--- src/rtl/prim_ram_port_arb.sv ---
// Round-robin sequencer sharing one RAM primitive port between NumReq requesters.
// Define PRIM_RAM_PORT_ARB_INIT_EN to zero the whole array after every reset.
module prim_ram_port_arb #(
  parameter int unsigned NumReq = 4,
  parameter int unsigned Width  = 32,
  parameter int unsigned Depth  = 128,
  localparam int unsigned Aw    = $clog2(Depth),
  localparam int unsigned IdxW  = $clog2(NumReq)
) (
  input  logic                    clk_i,
  input  logic                    rst_ni,
  input  logic [NumReq-1:0]       req_i,
  input  logic [NumReq-1:0]       write_i,
  input  logic [NumReq*Aw-1:0]    addr_i,
  input  logic [NumReq*Width-1:0] wdata_i,
  input  logic [NumReq*Width-1:0] wmask_i,
  output logic [NumReq-1:0]       gnt_o,
  output logic [NumReq-1:0]       rvalid_o,
  output logic [Width-1:0]        rdata_o,
  output logic                    init_done_o,
  output logic                    ram_req_o,
  output logic                    ram_write_o,
  output logic [Aw-1:0]           ram_addr_o,
  output logic [Width-1:0]        ram_wdata_o,
  output logic [Width-1:0]        ram_wmask_o,
  input  logic [Width-1:0]        ram_rdata_i
);

  localparam logic [IdxW-1:0] LastIdx = IdxW'(NumReq - 1);

  logic            active_q;
  logic [IdxW-1:0] ptr_q, ptr_d;
  logic [IdxW-1:0] rd_idx_q, rd_idx_d;
  logic            rd_pend_q, rd_pend_d;
  logic [IdxW-1:0] sel, cand;
  logic            found;
  int unsigned     arb_k;

`ifdef PRIM_RAM_PORT_ARB_INIT_EN
  typedef enum logic {StInit, StRun} state_e;

  localparam logic [Aw-1:0] LastAddr = Aw'(Depth - 1);

  state_e        state_q, state_d;
  logic [Aw-1:0] init_cnt_q, init_cnt_d;

  always_ff @(posedge clk_i or negedge rst_ni) begin
    if (!rst_ni) begin
      state_q    <= StInit;
      init_cnt_q <= '0;
    end else begin
      state_q    <= state_d;
      init_cnt_q <= init_cnt_d;
    end
  end

  assign init_done_o = (state_q == StRun);
`else
  assign init_done_o = 1'b1;
`endif

  // First asserted request at or after ptr, wrapping modulo NumReq.
  always_comb begin
    found = 1'b0;
    sel   = '0;
    cand  = '0;
    arb_k = 0;
    for (int unsigned i = 0; i < NumReq; i++) begin
      arb_k = 32'(ptr_q) + i;
      if (arb_k >= NumReq) arb_k = arb_k - NumReq;
      cand = IdxW'(arb_k);
      if (!found && req_i[cand]) begin
        found = 1'b1;
        sel   = cand;
      end
    end
  end

  always_comb begin
    gnt_o       = '0;
    ptr_d       = ptr_q;
    rd_pend_d   = 1'b0;
    rd_idx_d    = rd_idx_q;
    ram_req_o   = 1'b0;
    ram_write_o = 1'b0;
    ram_addr_o  = '0;
    ram_wdata_o = '0;
    ram_wmask_o = '0;
`ifdef PRIM_RAM_PORT_ARB_INIT_EN
    state_d     = state_q;
    init_cnt_d  = init_cnt_q;
`endif
    if (active_q) begin
`ifdef PRIM_RAM_PORT_ARB_INIT_EN
      if (state_q == StInit) begin
        ram_req_o   = 1'b1;
        ram_write_o = 1'b1;
        ram_addr_o  = init_cnt_q;
        ram_wmask_o = '1;
        if (init_cnt_q == LastAddr) state_d = StRun;
        else init_cnt_d = init_cnt_q + 1'b1;
      end else
`endif
      if (found) begin
        gnt_o[sel]  = 1'b1;
        ram_req_o   = 1'b1;
        ram_write_o = write_i[sel];
        ram_addr_o  = addr_i[int'(sel)*Aw +: Aw];
        ram_wdata_o = wdata_i[int'(sel)*Width +: Width];
        ram_wmask_o = wmask_i[int'(sel)*Width +: Width];
        rd_pend_d   = !write_i[sel];
        rd_idx_d    = sel;
        ptr_d       = (sel == LastIdx) ? '0 : sel + 1'b1;
      end
    end
  end

  // active_q keeps grants and RAM requests off until the first edge out of reset.
  always_ff @(posedge clk_i or negedge rst_ni) begin
    if (!rst_ni) begin
      active_q  <= 1'b0;
      ptr_q     <= '0;
      rd_pend_q <= 1'b0;
      rd_idx_q  <= '0;
    end else begin
      active_q  <= 1'b1;
      ptr_q     <= ptr_d;
      rd_pend_q <= rd_pend_d;
      rd_idx_q  <= rd_idx_d;
    end
  end

  always_comb begin
    rvalid_o = '0;
    if (rd_pend_q) rvalid_o[rd_idx_q] = 1'b1;
  end

  assign rdata_o = ram_rdata_i;

endmodule

--- config.mk ---
export PLATFORM = sky130hd
export DESIGN_NAME = prim_ram_port_arb
export DESIGN_NICKNAME = d
export VERILOG_FILES = /design/src/rtl/prim_ram_port_arb.sv
export SDC_FILE = /design/constraint.sdc
export NUM_CORES = 1
export LEC_CHECK = 0
export CAP_MARGIN = 5
export CELL_PAD_IN_SITES_DETAIL_PLACEMENT = 0
export CELL_PAD_IN_SITES_GLOBAL_PLACEMENT = 1
export CORE_AREA = 4 4 171 173
export DETAILED_ROUTE_END_ITERATION = 12
export DIE_AREA = 0 0 175 177
export GPL_TIMING_DRIVEN = 0
export MAX_ROUTING_LAYER = met4
export PLACE_DENSITY = 0.75
export SYNTH_ARGS = -nofsm -noshare
export SYNTH_HDL_FRONTEND = slang
export SYNTH_SLANG_ARGS = --single-unit
--- constraint.sdc ---
create_clock -name clk_i -period 2.82 [get_ports clk_i]
set_clock_uncertainty 0.1 [all_clocks]
set_input_delay 0.564 -clock clk_i [delete_from_list [all_inputs] [get_ports clk_i]]
set_output_delay 0.564 -clock clk_i [all_outputs]
set_load 0.1 [all_outputs]
==> flow_results.org, run 1 <==
** Floorplan
- From left edge to right edge, the die measures roughly 180 µm.
- The initial utilization of the core area, before any placement, comes to 0.1037.
- Core Area :: 0.02763 mm²
- In this run the count of I/O pins placed on the die edge is 440.
- The die covers roughly 0.031 mm².
- Row generation in the floorplan step produced 61 rows.
- The die is around 180 µm tall.

** Synthesis
- After synthesis the netlist holds a flip-flop and latch count of 6.
- Count of flip-flops with a built-in enable after synthesis :: 0
- For this run, the register share of the synthesized area comes to 0.05240.
- Averaged over all synthesized cells, the footprint is 8.604 µm².
- After synthesis, the netlist uses 29 different library cells.
- Number of instances in the synthesized netlist :: about 330
- Netlist Area Pre-Place :: 0.002865 mm²
- Top-area cell type share of the netlist area :: 0.4961
- Ys async rst share :: 1.000
- Yosys printed 0 warnings.
- Area contributors post-synth :: sky130_fd_sc_hd__mux2i_1 50%, sky130_fd_sc_hd__o22ai_1 16%, sky130_fd_sc_hd__buf_4 10%, sky130_fd_sc_hd__buf_6 6.3%, sky130_fd_sc_hd__dfrtp_1 5.2%
- Predominant post-synthesis flop cell :: sky130_fd_sc_hd__dfrtp_1
- sky130_fd_sc_hd__mux2i_1 takes more of the synthesized area than any other cell.

** Detailed routing
- Total number of vias :: 4548
- Per-cell via count in the routed design :: approximately 4.0
- The detailed router put a total of between 8000 and 9000 µm of wire on met1.
- In the routed design, unresolved DRC markers number 0.
- Highest routed metal layer :: met4
- ANT nets after route :: 0
- First-iteration detailed-routing DRC count :: 66
- Wire segments on met3 add up to 1442 µm in the final route.
- Detailed Routing Iterations Pass 1 :: 4
- After detailed routing, the total wire length is around 22000 µm.
- Detailed-routed wire length on met2 :: 12150 µm
- After detailed routing, the average wire length per cell comes to roughly 20 µm.

** Timing
- Setup repair after global routing could not meet its margin everywhere.
- The count of pins over their slew limit came to 0.
- In this run the tightest slew margin relative to its limit is 0.3285.
- In the finished design, the share of the clock period the worst path needs comes to 1.009.
- Hold Fails Final Rpt :: 0
- At the pin with the least slew margin, the transition time is about 1 ns.
- Fmax achieved :: between 300 and 400 MHz
- Subtracting the final worst setup slack from the clock period gives ~2.8 ns.
- After layout, the worst setup slack is -0.02429 ns.
- Setup violations remaining at the end of the flow were counted as 14.

** Pwr
- Across the VDD grid, the largest voltage drop is slightly below 0.4 mV.
- The completed layout was analyzed and its total power is between 8 and 9 mW.
- P per Cell Area :: around 750 mW/mm²
- The analysis attributes to cell leakage a power of around 4 nW.

** Clock tree
- Number of buffers inserted during clock tree synthesis :: 3
- CTS clk-pin slew, worst paths :: ~0.03 ns
- CTS root buf :: sky130_fd_sc_hd__clkbuf_16
- In this run the deepest clock path goes through 2 buffers.
- TritonCTS built the clock tree.
- Latest clock arrival within the worst-skew pair :: roughly 0.23 ns
- For this design, the sink count on the clock tree is 6.
- H-tree Lvls :: 1
- Hold buffer count at CTS :: 0

** Setup path
- Most frequent cell on the critical path :: sky130_fd_sc_hd__buf_12
- The worst setup path is launched from a flop.
- On the critical path, the stage with the largest delay is an instance of sky130_fd_sc_hd__dfrtp_2.
- Endpoint kind of the worst setup timing path :: output pin
- Maximum single-stage delay on the critical path :: around 0.44 ns
- Data arrives at the worst endpoint at 2.18 ns.
- At the worst endpoint, the required time is approximately 2.2 ns.
- The worst setup path is of the flop to output pin kind.
- The worst register-to-register path ends at ptr_q[1].
- Setup slack on the worst reg-to-reg path comes out at slightly above 0.9 ns.
- For the worst flop-to-flop path, the logic depth is 8.
- In this run the worst path has a maximum fanout of 7.
- The worst register-to-register path begins at ptr_q[1].
- Ordered list of cells on the worst path :: buf_4, o221a_1, and2_4, buf_12, buf_12, mux2_4, a22o_1, buf_12

** Final layout
- Fraction of final layout cells with drive strength greater than 1 :: 0.4668
- Area of all placed cells without fillers :: 0.01072 mm²
- Compared with the post-synthesis result, the final layout area differs by 274.0%.
- 0 antenna diodes ended up in the layout.
- The filler cells instantiated in the layout total ~2700.
- Layout Nets :: 1099

** Placed design
- Input/output buffers :: 406
- Final HPWL DP :: between 15000 and 20000 µm
- Area of placed instances :: between 0.007 and 0.008 mm²
- Last weighted congestion value of the routability-driven placer :: 0.7452
- Prior to clock tree synthesis, the placed netlist has a worst setup slack of -1.825 ns.

** Global routing
- Antenna violations before repair :: 0
- Final global-route overflow total :: 0
- Overall fraction of global-route tracks in use :: 0.1337
- Largest net degree at the start of global routing :: 12
- Vias in the first global route :: 5022
- Wire length of the first global-routing pass :: ~31000 µm

** Worst hold path
- Worst min path class :: flop to flop
- Counting instances, the worst hold path has a depth of 2.
- Endpoint, Worst Hold :: rd_idx_q[0]
- Hold Startpoint :: rd_idx_q[0]

** Outcome
- Run status :: complete, but fails checks
- The final reports fail on setup timing.

** Job
- The tool flagged a number of max-cap violations equal to 0.
registers in the layout, indices dropped and copies added (netlist names):
register	count
ptr_q	2
rd_idx_q	2
active_q	1
rd_pend_q	1
cell usage in the layout (no fill, tap or decap), types with 2 or more instances in the layout:
| cell type | n |
|---|---|
| sky130_fd_sc_hd__ha_1 | 4 |
| sky130_fd_sc_hd__mux2i_1 | 47 |
| sky130_fd_sc_hd__nand2_1 | 9 |
| sky130_fd_sc_hd__dfrtp_1 | 4 |
| sky130_fd_sc_hd__and2_2 | 2 |
| sky130_fd_sc_hd__and2_1 | 2 |
| sky130_fd_sc_hd__o22ai_2 | 28 |
| sky130_fd_sc_hd__dfrtp_2 | 2 |
| sky130_fd_sc_hd__bufbuf_16 | 2 |
| sky130_fd_sc_hd__and3b_1 | 2 |
| sky130_fd_sc_hd__mux2i_2 | 29 |
| sky130_fd_sc_hd__buf_2 | 3 |
| sky130_fd_sc_hd__inv_2 | 2 |
| sky130_fd_sc_hd__mux2i_4 | 66 |
| sky130_fd_sc_hd__buf_6 | 9 |
| sky130_fd_sc_hd__buf_4 | 43 |
| sky130_fd_sc_hd__clkdlybuf4s50_1 | 325 |
| sky130_fd_sc_hd__clkbuf_16 | 7 |
| sky130_fd_sc_hd__nor2_1 | 6 |
| sky130_fd_sc_hd__o22ai_4 | 43 |
| sky130_fd_sc_hd__buf_16 | 9 |
| sky130_fd_sc_hd__nand2_4 | 2 |
| sky130_fd_sc_hd__buf_12 | 90 |
| sky130_fd_sc_hd__buf_8 | 6 |
| sky130_fd_sc_hd__conb_1 | 2 |
stage by stage:
stage,hold slack (ns),TNS (ns),cells,util
2_1_floorplan,0.1684,-11.01,334,-
3_3_place_gp,0.4342,-122.05,1118,0.2887
3_5_place_dp,0.4489,-124.31,1118,0.2887
4_1_cts,0.4559,-5.886,1145,0.3683
5_1_grt,0.4746,-3.784,1145,0.3878
6_report,0.4462,-0.1807,1145,0.3878
logic make-up after synthesis:
| family | after synthesis | share of synthesized area |
|---|---|---|
| compound gates | 79 | 0.1834 |
| mux | 144 | 0.5052 |
| fa+ha+maj | 4 | 0.01747 |
| buf+inv | 68 | 0.1847 |
| other cells | 1 | 0.001309 |
| simple gates | 31 | 0.05546 |
| flops | 6 | 0.05240 |
layout make-up:
type,instances,area (µm²),share of cell area
clock buffer,3,75.07,0.007006
tap,378,473.0,0.04414
buffer,61,803.3,0.07496
sequential,6,152.6,0.01425
timing repair buffer,433,5228,0.4879
inverter,4,27.53,0.002569
multi-input combinational,260,3956,0.3692
routing by layer:
| layer | GRT usage | vias to the layer above |
|---|---|---|
| met5 | - | - |
| met4 | 0.02357 | 0 |
| met3 | 0.02158 | 23 |
| met2 | 0.2531 | 285 |
| met1 | 0.1499 | 2084 |
| li1 | - | 2156 |
critical path, delay by kind of cell (launching register included):
family | cells | cell delay (ns)
compound gates | 2 | 0.47
buf+inv | 4 | 0.56
flops | 1 | 0.44
mux | 1 | 0.30
simple gates | 1 | 0.17
cell usage after synthesis, types with 3 or more instances:
library cell / instances
sky130_fd_sc_hd__nand2_1: 11
sky130_fd_sc_hd__and2_1: 5
sky130_fd_sc_hd__o22ai_1: 72
sky130_fd_sc_hd__ha_1: 4
sky130_fd_sc_hd__mux2i_1: 142
sky130_fd_sc_hd__dfrtp_1: 6
sky130_fd_sc_hd__nor2_1: 6
sky130_fd_sc_hd__buf_6: 16
sky130_fd_sc_hd__buf_4: 38
sky130_fd_sc_hd__buf_2: 8
sky130_fd_sc_hd__inv_2: 3
how the worst max path moves through the flow:
stage	start	to	slack, ns	cells after the start
floorplan	req_i[1]	ram_addr_o[0]	-0.21	9
global placement	req_i[2]	ram_addr_o[5]	-1.80	9
detailed placement	req_i[2]	ram_addr_o[5]	-1.83	9
CTS	ptr_q[1]	ram_addr_o[2]	-0.14	10
global route	ptr_q[0]	ram_wmask_o[0]	-0.11	9
finish	ptr_q[1]	ram_write_o	-0.02	8
report_power, final:
group	total, mW	switching [mW]	internal, mW
registers	0.145	0.0330	0.112
logic	7.64	4.23	3.41
clock network	0.228	0.0460	0.182
timing repair:
action / in CTS / in global routing
pin swaps: 31 / 23
buffers inserted: 16 / 1
setup endpoints to repair: 77 / 76
resized for setup: 882 / 97
cloned: 8 / 3
No activity file was read; power rests on OpenSTA's default activity.
==> inputs of run 2 (changes only) <==
--- a/config.mk
+++ b/config.mk
@@ -13,7 +13,7 @@
 export DIE_AREA = 0 0 175 177
 export GPL_TIMING_DRIVEN = 0
 export MAX_ROUTING_LAYER = met4
-export PLACE_DENSITY = 0.75
+export PLACE_DENSITY = 0.63
 export SYNTH_ARGS = -nofsm -noshare
 export SYNTH_HDL_FRONTEND = slang
 export SYNTH_SLANG_ARGS = --single-unit
==> run 2 against run 1 <==
Against the previous run: the run still ends with setup timing left; maximum frequency down 4.4%; routed wire length rose by 5.1%; non-clock buffer count rose by 17; largest power group unchanged.
==> flow_results.org, run 2 (synthesis results as in run 1) <==
** Outcome
- The flow ran to the end, but the final reports show violations.
- The checks that failed: setup timing.

** Global routing
- Wire length of the first global-routing pass :: 31150 µm (+1.2%)
- The initial antenna violation count was 0 (unchanged).
- The overall global routing resource usage was 0.1349 (+0.001213).
- The total overflow reported by the global router came to 0 (unchanged).
- Largest net degree at the start of global routing :: 12 (unchanged)
- Vias in the first global route :: 4994 (-0.56%)

** Timing
- The normalized max-slew margin came to 0.3239 (-0.004663).
- Fmax achieved :: 336.2 MHz (-4.4%)
- The actual transition at the worst max-transition pin was 1.011 ns (+0.006974 ns).
- The share of the cycle needed by the critical path after routing is 1.055 (+0.04608).
- Final setup slack of the worst path :: -0.1542 ns (-0.1299 ns)
- Setup repair after global routing could not meet its margin everywhere.
- The minimum period implied by the final worst setup slack was 2.974 ns (+0.1299 ns).
- Hold Fails Final Rpt :: 0 (unchanged)
- Max Slew Vio Count :: 0 (unchanged)
- The final count of negative-setup-slack endpoints was 69 (+55).

** Setup path
- Worst Path Class, Setup :: flop to output pin
- Data arrival at the endpoint of the critical path :: 2.31 ns (+0.13 ns)
- The critical path goes through nand2b_4, a21o_1, o211a_4, inv_6, buf_12, buf_16, buf_12, buf_12, mux2i_4, o22ai_2, buf_12.
- STA classifies the critical path startpoint as a flop.
- Crit path max-delay family :: buffers and inverters
- The register-to-register path setup slack was 0.89 ns (-0.04 ns).
- The critical path data required time is 2.16 ns (about the same).
- The largest stage delay on the critical path came to 0.41 ns (-0.03 ns).
- For this design, the slowest cell found on the critical path is sky130_fd_sc_hd__dfrtp_1.
- By instance count, the cell type seen most on the critical path is sky130_fd_sc_hd__buf_12.
- Worst path buffer plus inverter count :: 6 (+2)
- Largest fanout on the critical path :: 6 (-1)
- Endpoint kind of the worst setup timing path :: output pin

** Floorplan
- Count of standard-cell rows :: 61 (unchanged)
- Width of the die :: 175 µm (unchanged)
- The core footprint came to 0.02763 mm² (unchanged).
- The effective utilization at floorplan is 0.1037 (unchanged).
- The die boundary height is 177 µm (unchanged).
- I/O pins :: 440 (unchanged)
- Full die area :: 0.03098 mm² (unchanged)

** Clock tree
- Latest clock arrival within the worst-skew pair :: 0.23 ns (about the same)
- The number of CTS-inserted buffers is 3 (unchanged).
- Clk sinks :: 6 (unchanged)
- Clk buf depth :: 2 (unchanged)
- Hold buffer count at CTS :: 0 (unchanged)
- The clock-pin slew on the worst setup and hold paths is 0.03 ns (about the same).
- The deepest level of the CTS H-tree came to 1 (unchanged).
- CTS root buf :: sky130_fd_sc_hd__clkbuf_16
- TritonCTS built the clock tree.

** Final layout
- Sequential standard cell area :: 151.4 µm² (-0.82%)
- The largest registers in the layout are ptr_q (2), rd_idx_q (2).
- Number of antenna diodes :: 0 (unchanged)
- The library cell used most frequently in the layout, excluding fill and tap cells, is sky130_fd_sc_hd__clkdlybuf4s50_1.
- The area occupied by multi-input gates is 0.004187 mm² (+5.8%).
- Layout Nets :: 1116 (+1.5%)
- Fill cell total of the finished layout :: 2639 (-2.2%)
- Post-synthesis to final-layout area growth :: 292.5%
- The library cells used most frequently in the layout, excluding fill and tap cells, are 325 x sky130_fd_sc_hd__clkdlybuf4s50_1, 86 x sky130_fd_sc_hd__buf_12, 78 x sky130_fd_sc_hd__mux2i_4.
- Fraction of final layout cells with drive strength greater than 1 :: 0.4923 (+0.02559)

** Pwr
- Sequential Power Share :: 0.017 (about the same)
- The maximum resistive drop on vdd was 0.4632 mV (+20%).
- The static leakage power was 4.037 nW (+3.5%).
- The portion of total power attributed to combinational logic is 0.957 (+0.004).
- Tot Pwr :: 8.467 mW (+5.7%)
- Switching share of power :: 0.5260 (-0.01175)
- The switching power of the nets is 4.454 mW (+3.4%).
- Cell-internal power :: 4.013 mW (+8.4%)
- The part of the total power dissipated in the clock network came to 0.027 (about the same).
- P per Cell Area :: 752.8 mW/mm² (+0.70%)

** Placed design
- The number of buffer cells added on primary ports was 406 (unchanged).
- Setup Slack @ Placement :: -1.765 ns (+0.06061 ns)
- The sum of net half-perimeters after detailed placement was 17090 µm (-1.4%).
- The routability-driven placement congestion ratio came to 0.7380 (-0.97%).

** Detailed routing
- Total number of vias :: 4636 (+1.9%)
- Routed Wire Length :: 23600 µm (+5.1%)
- Detailed Routing Iterations Pass 1 :: 4 (unchanged)
- ANT nets after route :: 0 (unchanged)
- Avg WL per Cell :: 20.31 µm (+3.6%)
- The number of DRC violations after detailed routing was 0 (unchanged).
- Per-cell via count in the routed design :: 3.990 (+0.44%)
- First-iteration detailed-routing DRC count :: 97 (+47%)

** Worst hold path
- The path class of the tightest hold or removal check is flop to flop.

** Job
- Maximum capacitance violations :: 0 (unchanged)
run 2: cell types whose count changed in the layout (fill, tap and decap cells not counted), sizes merged:
| cell | delta |
|---|---|
| buf | +10 |
| clkbuf | +8 |
| bufbuf | -1 |
| clkinv | -1 |
| inv | +1 |
run 2: worst paths after layout:
kind	start	to	depth (start not counted)
max reg2reg	ptr_q[1]	rd_pend_q	8
min	rd_idx_q[0]	rd_idx_q[0]	2
min in group asynchronous	rst_ni	active_q	1
min reg2reg	rd_idx_q[0]	rd_idx_q[0]	2
max in group asynchronous	rst_ni	ptr_q[0]	1
max	ptr_q[1]	ram_wmask_o[19]	11
run 2: worst reg2reg max path: stages, from the launching register on:
cell	delay [ns]
sky130_fd_sc_hd__dfrtp_1	0.41
sky130_fd_sc_hd__buf_4	0.15
sky130_fd_sc_hd__and3b_1	0.15
sky130_fd_sc_hd__o21ai_1	0.10
sky130_fd_sc_hd__and2_1	0.15
sky130_fd_sc_hd__buf_6	0.18
sky130_fd_sc_hd__buf_6	0.12
sky130_fd_sc_hd__mux2_2	0.33
sky130_fd_sc_hd__o22ai_1	0.15
run 2: what timing repair did:
item / in CTS / in global routing
setup endpoints to repair: 77 / 75
hold endpoints to repair: 0 / 0
gates cloned: 7 / 11
setup buffers: 17 / 11
gates resized for setup: 897 / 135
pin swaps: 32 / 28
run 2: layout make-up:
cell class,instances,area share
inverters,4,0.002447
repair buffers,448,0.4856
clock buffers,3,0.006675
well taps,378,0.04205
flip-flops and latches,6,0.01346
multi-input cells,260,0.3722
plain buffers,63,0.07754
run 2: per-layer routing:
| layer | up-vias | GRT usage | wire [µm] | part of all wire |
|---|---|---|---|---|
| met5 | - | - | 0 | 0 |
| li1 | 2187 | - | - | - |
| met3 | 10 | 0.02286 | 1607 | 0.068 |
| met4 | 0 | 0.007529 | 124 | 0.0053 |
| met1 | 2183 | 0.1596 | 8874 | 0.38 |
| met2 | 256 | 0.2523 | 12990 | 0.55 |
run 2: power groups by stage:
stage / registers (mW) / logic [mW] / clock network (mW)
after floorplan: 0.132 / 3.94 / 0
after global placement: 0.139 / 5.34 / 0
after detailed placement: 0.141 / 5.34 / 0
after CTS: 0.137 / 7.41 / 0.227
after global routing: 0.147 / 8.37 / 0.233
final: 0.140 / 8.10 / 0.225
run 2: through the flow:
stage | instances | cell area (µm²) | hold slack, ns | TNS, ns | utilization
4_1_cts | 1145 | 10260 | 0.4638 | -5.621 | 0.3715
3_5_place_dp | 1118 | 7975 | 0.4525 | -122.76 | 0.2887
5_1_grt | 1162 | 11250 | 0.4958 | -11.05 | 0.4071
3_3_place_gp | 1118 | 7975 | 0.4465 | -122.47 | 0.2887
6_report | 1162 | 11250 | 0.4556 | -4.873 | 0.4071
2_1_floorplan | 334 | 3438 | 0.1684 | -11.01 | -
